===== config.mk =====
export PLATFORM = sky130hd
export DESIGN_NAME = bcd_stopwatch
export DESIGN_NICKNAME = d
export VERILOG_FILES = /design/src/rtl/stopwatch_pkg.sv /design/src/rtl/bcd_digit_cnt.sv /design/src/rtl/bcd_stopwatch.sv
export SDC_FILE = /design/constraint.sdc
export NUM_CORES = 1
export LEC_CHECK = 0
export BUFFER_PORTS_ARGS = -buffer_cell sky130_fd_sc_hd__buf_2
export CAP_MARGIN = 40
export CORE_ASPECT_RATIO = 0.9
export CORE_MARGIN = 4
export CORE_UTILIZATION = 40
export CTS_CLUSTER_DIAMETER = 150
export DETAILED_ROUTE_END_ITERATION = 8
export PLACE_DENSITY = 0.65
export SETUP_SLACK_MARGIN = 0.02
export SYNTH_ARGS = -nofsm -noshare
export SYNTH_HDL_FRONTEND = slang
export SYNTH_SLANG_ARGS = --single-unit

===== constraint.sdc =====
create_clock -name sys_clk -period 1.62 [get_ports sys_clk]
set_input_delay 0.162 -clock sys_clk [delete_from_list [all_inputs] [get_ports sys_clk]]
set_output_delay 0.162 -clock sys_clk [all_outputs]
set_load 0.1 [all_outputs]

===== src/rtl/stopwatch_pkg.sv =====
// rtl/stopwatch_pkg.sv - shared types, digit limits and prescaler sizing for the stopwatch
package stopwatch_pkg;

  typedef enum logic [1:0] {
    IDLE  = 2'd0,
    RUN   = 2'd1,
    PAUSE = 2'd2
  } sw_state_t;

  localparam logic [3:0] BCD_MAX      = 4'd9;
  localparam logic [3:0] SEC_TENS_MAX = 4'd5;

  // Prescaler needs at least one bit even when every tick is a full second.
  function automatic int presc_width(input int ticks);
    int w;
    w = $clog2(ticks);
    return (w < 1) ? 1 : w;
  endfunction

endpackage


===== src/rtl/bcd_digit_cnt.sv =====
// rtl/bcd_digit_cnt.sv - single BCD digit counter with programmable wrap value and carry
module bcd_digit_cnt (
  input  logic       clk,
  input  logic       rst_n,
  input  logic       clr,
  input  logic       en,
  input  logic [3:0] wrap_val,
  output logic [3:0] digit,
  output logic       carry
);

  assign carry = en & (digit == wrap_val);

  // Clear beats counting so a rollover or user clear always lands on zero.
  always_ff @(posedge clk) begin
    if (!rst_n) begin
      digit <= 4'd0;
    end else if (clr) begin
      digit <= 4'd0;
    end else if (en) begin
      if (carry) begin
        digit <= 4'd0;
      end else begin
        digit <= digit + 4'd1;
      end
    end
  end

endmodule


===== src/rtl/bcd_stopwatch.sv =====
// rtl/bcd_stopwatch.sv - MM:SS BCD stopwatch driven by a tick enable in the sys_clk domain
module bcd_stopwatch
  import stopwatch_pkg::*;
#(
  parameter int TICKS_PER_SEC = 1,
  parameter int MIN_WRAP      = 60
) (
  input  logic       sys_clk,
  input  logic       sys_rst_n,
  input  logic       tick_in,
  input  logic       start_stop,
  input  logic       clear,
  output logic [3:0] sec_ones,
  output logic [3:0] sec_tens,
  output logic [3:0] min_ones,
  output logic [3:0] min_tens,
  output logic       running,
  output logic       wrap_pulse
);

  localparam int              PW            = presc_width(TICKS_PER_SEC);
  localparam logic [PW-1:0]   PRESC_LAST    = PW'(TICKS_PER_SEC - 1);
  localparam logic [3:0]      MIN_LAST_ONES = 4'((MIN_WRAP - 1) % 10);
  localparam logic [3:0]      MIN_LAST_TENS = 4'((MIN_WRAP - 1) / 10);

  sw_state_t     state_q;
  sw_state_t     state_d;
  logic          tick_d;
  logic          rise;
  logic [PW-1:0] presc_q;
  logic          count_en;
  logic          sec_step;
  logic          so_c;
  logic          st_c;
  logic          mo_c;
  logic          mt_c;
  logic          min_at_last;
  logic          rollover;
  logic          digits_clr;

  assign rise     = tick_in & ~tick_d;
  // Decisions use the current state, so a rise on the pause command still
  // counts while a rise on the resume command does not.
  assign count_en = (state_q == RUN) & rise & ~clear;
  assign sec_step = count_en & (presc_q == PRESC_LAST);

  assign min_at_last = (min_ones == MIN_LAST_ONES) & (min_tens == MIN_LAST_TENS);
  // min_tens can only overflow at 99:59, which is already the last minute when
  // MIN_WRAP is 100; folding it in keeps the digits from ever passing 99.
  assign rollover    = (st_c & min_at_last) | mt_c;
  assign digits_clr  = clear | rollover;

  assign running = (state_q == RUN);

  // Registered copy of tick_in for rising-edge detection.
  always_ff @(posedge sys_clk) begin
    if (!sys_rst_n) begin
      tick_d <= 1'b0;
    end else begin
      tick_d <= tick_in;
    end
  end

  // Run/pause state register.
  always_ff @(posedge sys_clk) begin
    if (!sys_rst_n) begin
      state_q <= IDLE;
    end else begin
      state_q <= state_d;
    end
  end

  // Next state: clear dominates, start_stop toggles between running and held.
  always_comb begin
    state_d = state_q;
    if (clear) begin
      state_d = IDLE;
    end else if (start_stop) begin
      case (state_q)
        IDLE:    state_d = RUN;
        RUN:     state_d = PAUSE;
        PAUSE:   state_d = RUN;
        default: state_d = IDLE;
      endcase
    end
  end

  // Prescaler counts rises within a second and is held while paused.
  always_ff @(posedge sys_clk) begin
    if (!sys_rst_n) begin
      presc_q <= '0;
    end else if (clear) begin
      presc_q <= '0;
    end else if (count_en) begin
      if (presc_q == PRESC_LAST) begin
        presc_q <= '0;
      end else begin
        presc_q <= presc_q + 1'b1;
      end
    end
  end

  // Full-scale rollover flag, high for the single cycle the digits return to zero.
  always_ff @(posedge sys_clk) begin
    if (!sys_rst_n) begin
      wrap_pulse <= 1'b0;
    end else begin
      wrap_pulse <= rollover;
    end
  end

  bcd_digit_cnt u_sec_ones (
    .clk      (sys_clk),
    .rst_n    (sys_rst_n),
    .clr      (digits_clr),
    .en       (sec_step),
    .wrap_val (BCD_MAX),
    .digit    (sec_ones),
    .carry    (so_c)
  );

  bcd_digit_cnt u_sec_tens (
    .clk      (sys_clk),
    .rst_n    (sys_rst_n),
    .clr      (digits_clr),
    .en       (so_c),
    .wrap_val (SEC_TENS_MAX),
    .digit    (sec_tens),
    .carry    (st_c)
  );

  bcd_digit_cnt u_min_ones (
    .clk      (sys_clk),
    .rst_n    (sys_rst_n),
    .clr      (digits_clr),
    .en       (st_c),
    .wrap_val (BCD_MAX),
    .digit    (min_ones),
    .carry    (mo_c)
  );

  bcd_digit_cnt u_min_tens (
    .clk      (sys_clk),
    .rst_n    (sys_rst_n),
    .clr      (digits_clr),
    .en       (mo_c),
    .wrap_val (BCD_MAX),
    .digit    (min_tens),
    .carry    (mt_c)
  );

endmodule


==> impl_metrics.toml <==
[sta]
hold_viol = 0
relSlewSlack_pct = 66.1
fmax_mhz = 602
period_needed_ps = 1660
layout_setup_ws_ps = -39.9
layout_worst_path_cycle_share_pct = 102
drv_slew = 0
worst_slew_pin_slew_ps = 508
fin_tns_setup_ps = -70.9
skew_ps = 2.46
finalSetupViolCount = 3
whs_ps = 122
rsz0062_at_grt = "yes"

[finish]
drive_gt1_share_pct = 58.8
layout.nets = 162
fin_area_mm2 = 0.00151
finish.utilization_pct = 61.3
instances_no_fill = 176
antenna_cells = 0
area_growth_pct = 45.5

[floorplanning]
rows = 17
start_util_pct = 42.1
io_pins = 23
dieHeight_um = 56.3
die_w_um = 61.7
core_mm2 = 0.00247
die_area_mm2 = 0.00348

[critical_path]
cp-start-kind = "flop"
r2r_end = "u_min_tens.digit[1]$_SDFFE_PP0N_"
cp.required_ps = 1870
worstSetupStartpoint = "u_sec_ones.digit[1]$_SDFFE_PP0P_"
timing.rr.start = "u_sec_ones.digit[1]$_SDFFE_PP0P_"
endpoint_kind = "flop"
worstPathArrival_ps = 1910
critPathMaxFanout = 5
rr_worst_depth = 6
r2r_setup_slack_ps = -40
critPathKind = "reg -> reg"

[clock_tree]
clk_latency_ps = 300
cts-htree-levels = 1
cts_buffers = 3
cts_tree = "yes"
cts.sinks = 20
clockBufferDepth = 2
cts_hold_buf = 0
cts_root_buf = "clkbuf_4"
clkSlewWorstSetupHoldPaths_ps = 120

[power_and_ir_drop]
vdd_ir_drop_max_v = 0.000473
power_density_mw_per_mm2 = 636
power.leakage_uw = 0.000641

[synth]
synth_ff_type = "dfxtp_1"
yosysSeqAreaShare_pct = 38.6
ys_ff_latch = 20
yosys_warnings = 0
synth_fp_nets = 122
syn_area_mm2 = 0.00104
async_flop_share_pct = 0
syn_avg_cell_area_um2 = 9.53
ys_types = 38
synthCells = 109
synth_edf_count = 0

[drt]
drt-wirelength-per-cell_um = 15.3
drc_errors = 0
drt_pass1_iterations = 4
routed_wl_um = 2690
drtAntennaViolNets = 0
first_iter_violations = 31
vias_per_cell = 5.51
dr_total_vias = 969

[placement]
placed_area_mm2 = 0.00137
place_inst = 168
dp_hpwl_um = 1810
port_buffers = 22
gp_congestion = 0.830

[global_route]
grt_start_max_net_pins = 13
grt.total_usage_pct = 16.0
gr-total-overflow = 0
grt_pass1_vias = 924
grt_pass1_wl_um = 4230
antenna_found_initial = 0

[run_status]
violations = "setup timing"
status = "finished with violations"

[hold_path]
hold_end = "state_q[0]$_SDFFE_PP0P_"
min_delay_path_depth = 3
min_from = "start_stop"
hp-class = "in -> reg"

[flow_run]
max_cap_viol_count = 0
[area by class of cell]
class | count | area [um2]
clock buffers | 3 | 22.5
inverters | 5 | 21.3
repair buffers | 37 | 233
clock inverters | 1 | 30.0
flip-flops and latches | 20 | 455
fillers | 213 | 956
well taps | 28 | 35.0
multi-input cells | 82 | 714
[cell usage in the layout, fill, tap and decap left out, types with 2 or more instances in the layout]
cell type  count
buf_2         21
buf_4         14
dfxtp_4       13
nor2_1         8
o21ai_0        6
xor2_1         6
nand2_1        5
ha_1           5
dfxtp_2        5
a21oi_2        4
and3_1         4
a21oi_1        3
ha_4           3
clkbuf_4       3
inv_1          2
inv_2          2
and3b_2        2
nand4_1        2
nor3b_1        2
a32o_1         2
or4_1          2
nand3_1        2
buf_6          2
dfxtp_1        2
[per-stage QoR]
stage	setup slack [ps]	total power [uW]
2_1_floorplan	-114	525
3_3_place_gp	23.8	547
3_5_place_dp	-69.8	549
4_1_cts	-34.0	965
5_1_grt	-116	996
6_report	-39.9	962
[repair_timing]
action                     4_1_cts  5_1_grt
setup endpoints to repair        5       14
resized for setup                3       14
setup buffers                    3        0
pin swaps                        6        6
gates cloned                     1        0
[synthesized netlist by cell type, types with 2 or more instances]
master,count,area share [%]
nand2_1,5,1.8
and3_1,4,2.4
nand3_1,2,0.96
o21ai_0,6,2.9
xnor2_1,2,1.7
a21oi_1,7,3.4
nand2b_1,2,1.2
nor2_1,9,3.3
or4_1,3,2.2
nand4_1,2,1.2
dfxtp_1,20,39
a32o_1,2,1.9
and3b_1,2,1.7
nor3b_1,2,1.4
xor2_1,6,5.1
ha_1,8,9.6
nor2b_1,2,1.2
inv_1,5,1.8
[layer usage]
| metal | share of wire [%] | global-route usage (%) | vias up |
|---|---|---|---|
| met5 | 0 | 0 | - |
| met4 | 1.3 | 5.15 | 0 |
| met3 | 3.6 | 2.99 | 4 |
| met2 | 51 | 26.3 | 21 |
| met1 | 44 | 20.5 | 470 |
| li1 | - | - | 474 |
[registers in the layout, indices dropped and copies added, names as in the netlist]
name	flops
u_sec_ones.digit	4
wrap_pulse	1
state_q	2
tick_d	1
u_sec_tens.digit	4
u_min_ones.digit	4
u_min_tens.digit	4
[power by group]
group / leakage [uW] / switching [uW] / internal (uW)
clock network: 0.0000279 / 168 / 250
registers: 0.000174 / 3.76 / 474
logic: 0.000439 / 43.7 / 23.2
total: 0.000641 / 215 / 747
[worst max-delay path, stage by stage (launching register included)]
cell and delay, ps:
dfxtp_4 370, inv_2 60, ha_4 110, and3b_2 240, nand4_4 150, or4_4 550
a21oi_2 130
[worst max-delay path by stage]
stage	endpoint	slack (ps)	depth (start not counted)
6_report	u_min_tens.digit[1]$_SDFFE_PP0N_	-40	6
3_5_place_dp	u_min_ones.digit[1]$_SDFFE_PP0P_	-70	5
3_3_place_gp	u_min_tens.digit[1]$_SDFFE_PP0N_	20	6
5_1_grt	u_min_tens.digit[1]$_SDFFE_PP0N_	-120	6
4_1_cts	u_min_tens.digit[1]$_SDFFE_PP0N_	-30	6
2_1_floorplan	u_min_tens.digit[1]$_SDFFE_PP0N_	-110	5
[cell families after synthesis]
family	Yosys count	share of synthesized area [%]
simple gates	46	30.2
flops	20	38.6
compound gates	18	10.5
xor+xnor	8	6.75
buf+inv	8	3.37
fa+ha+maj	8	9.64
mux	1	0.964
Note: power is estimated with default switching activity, not from simulation.
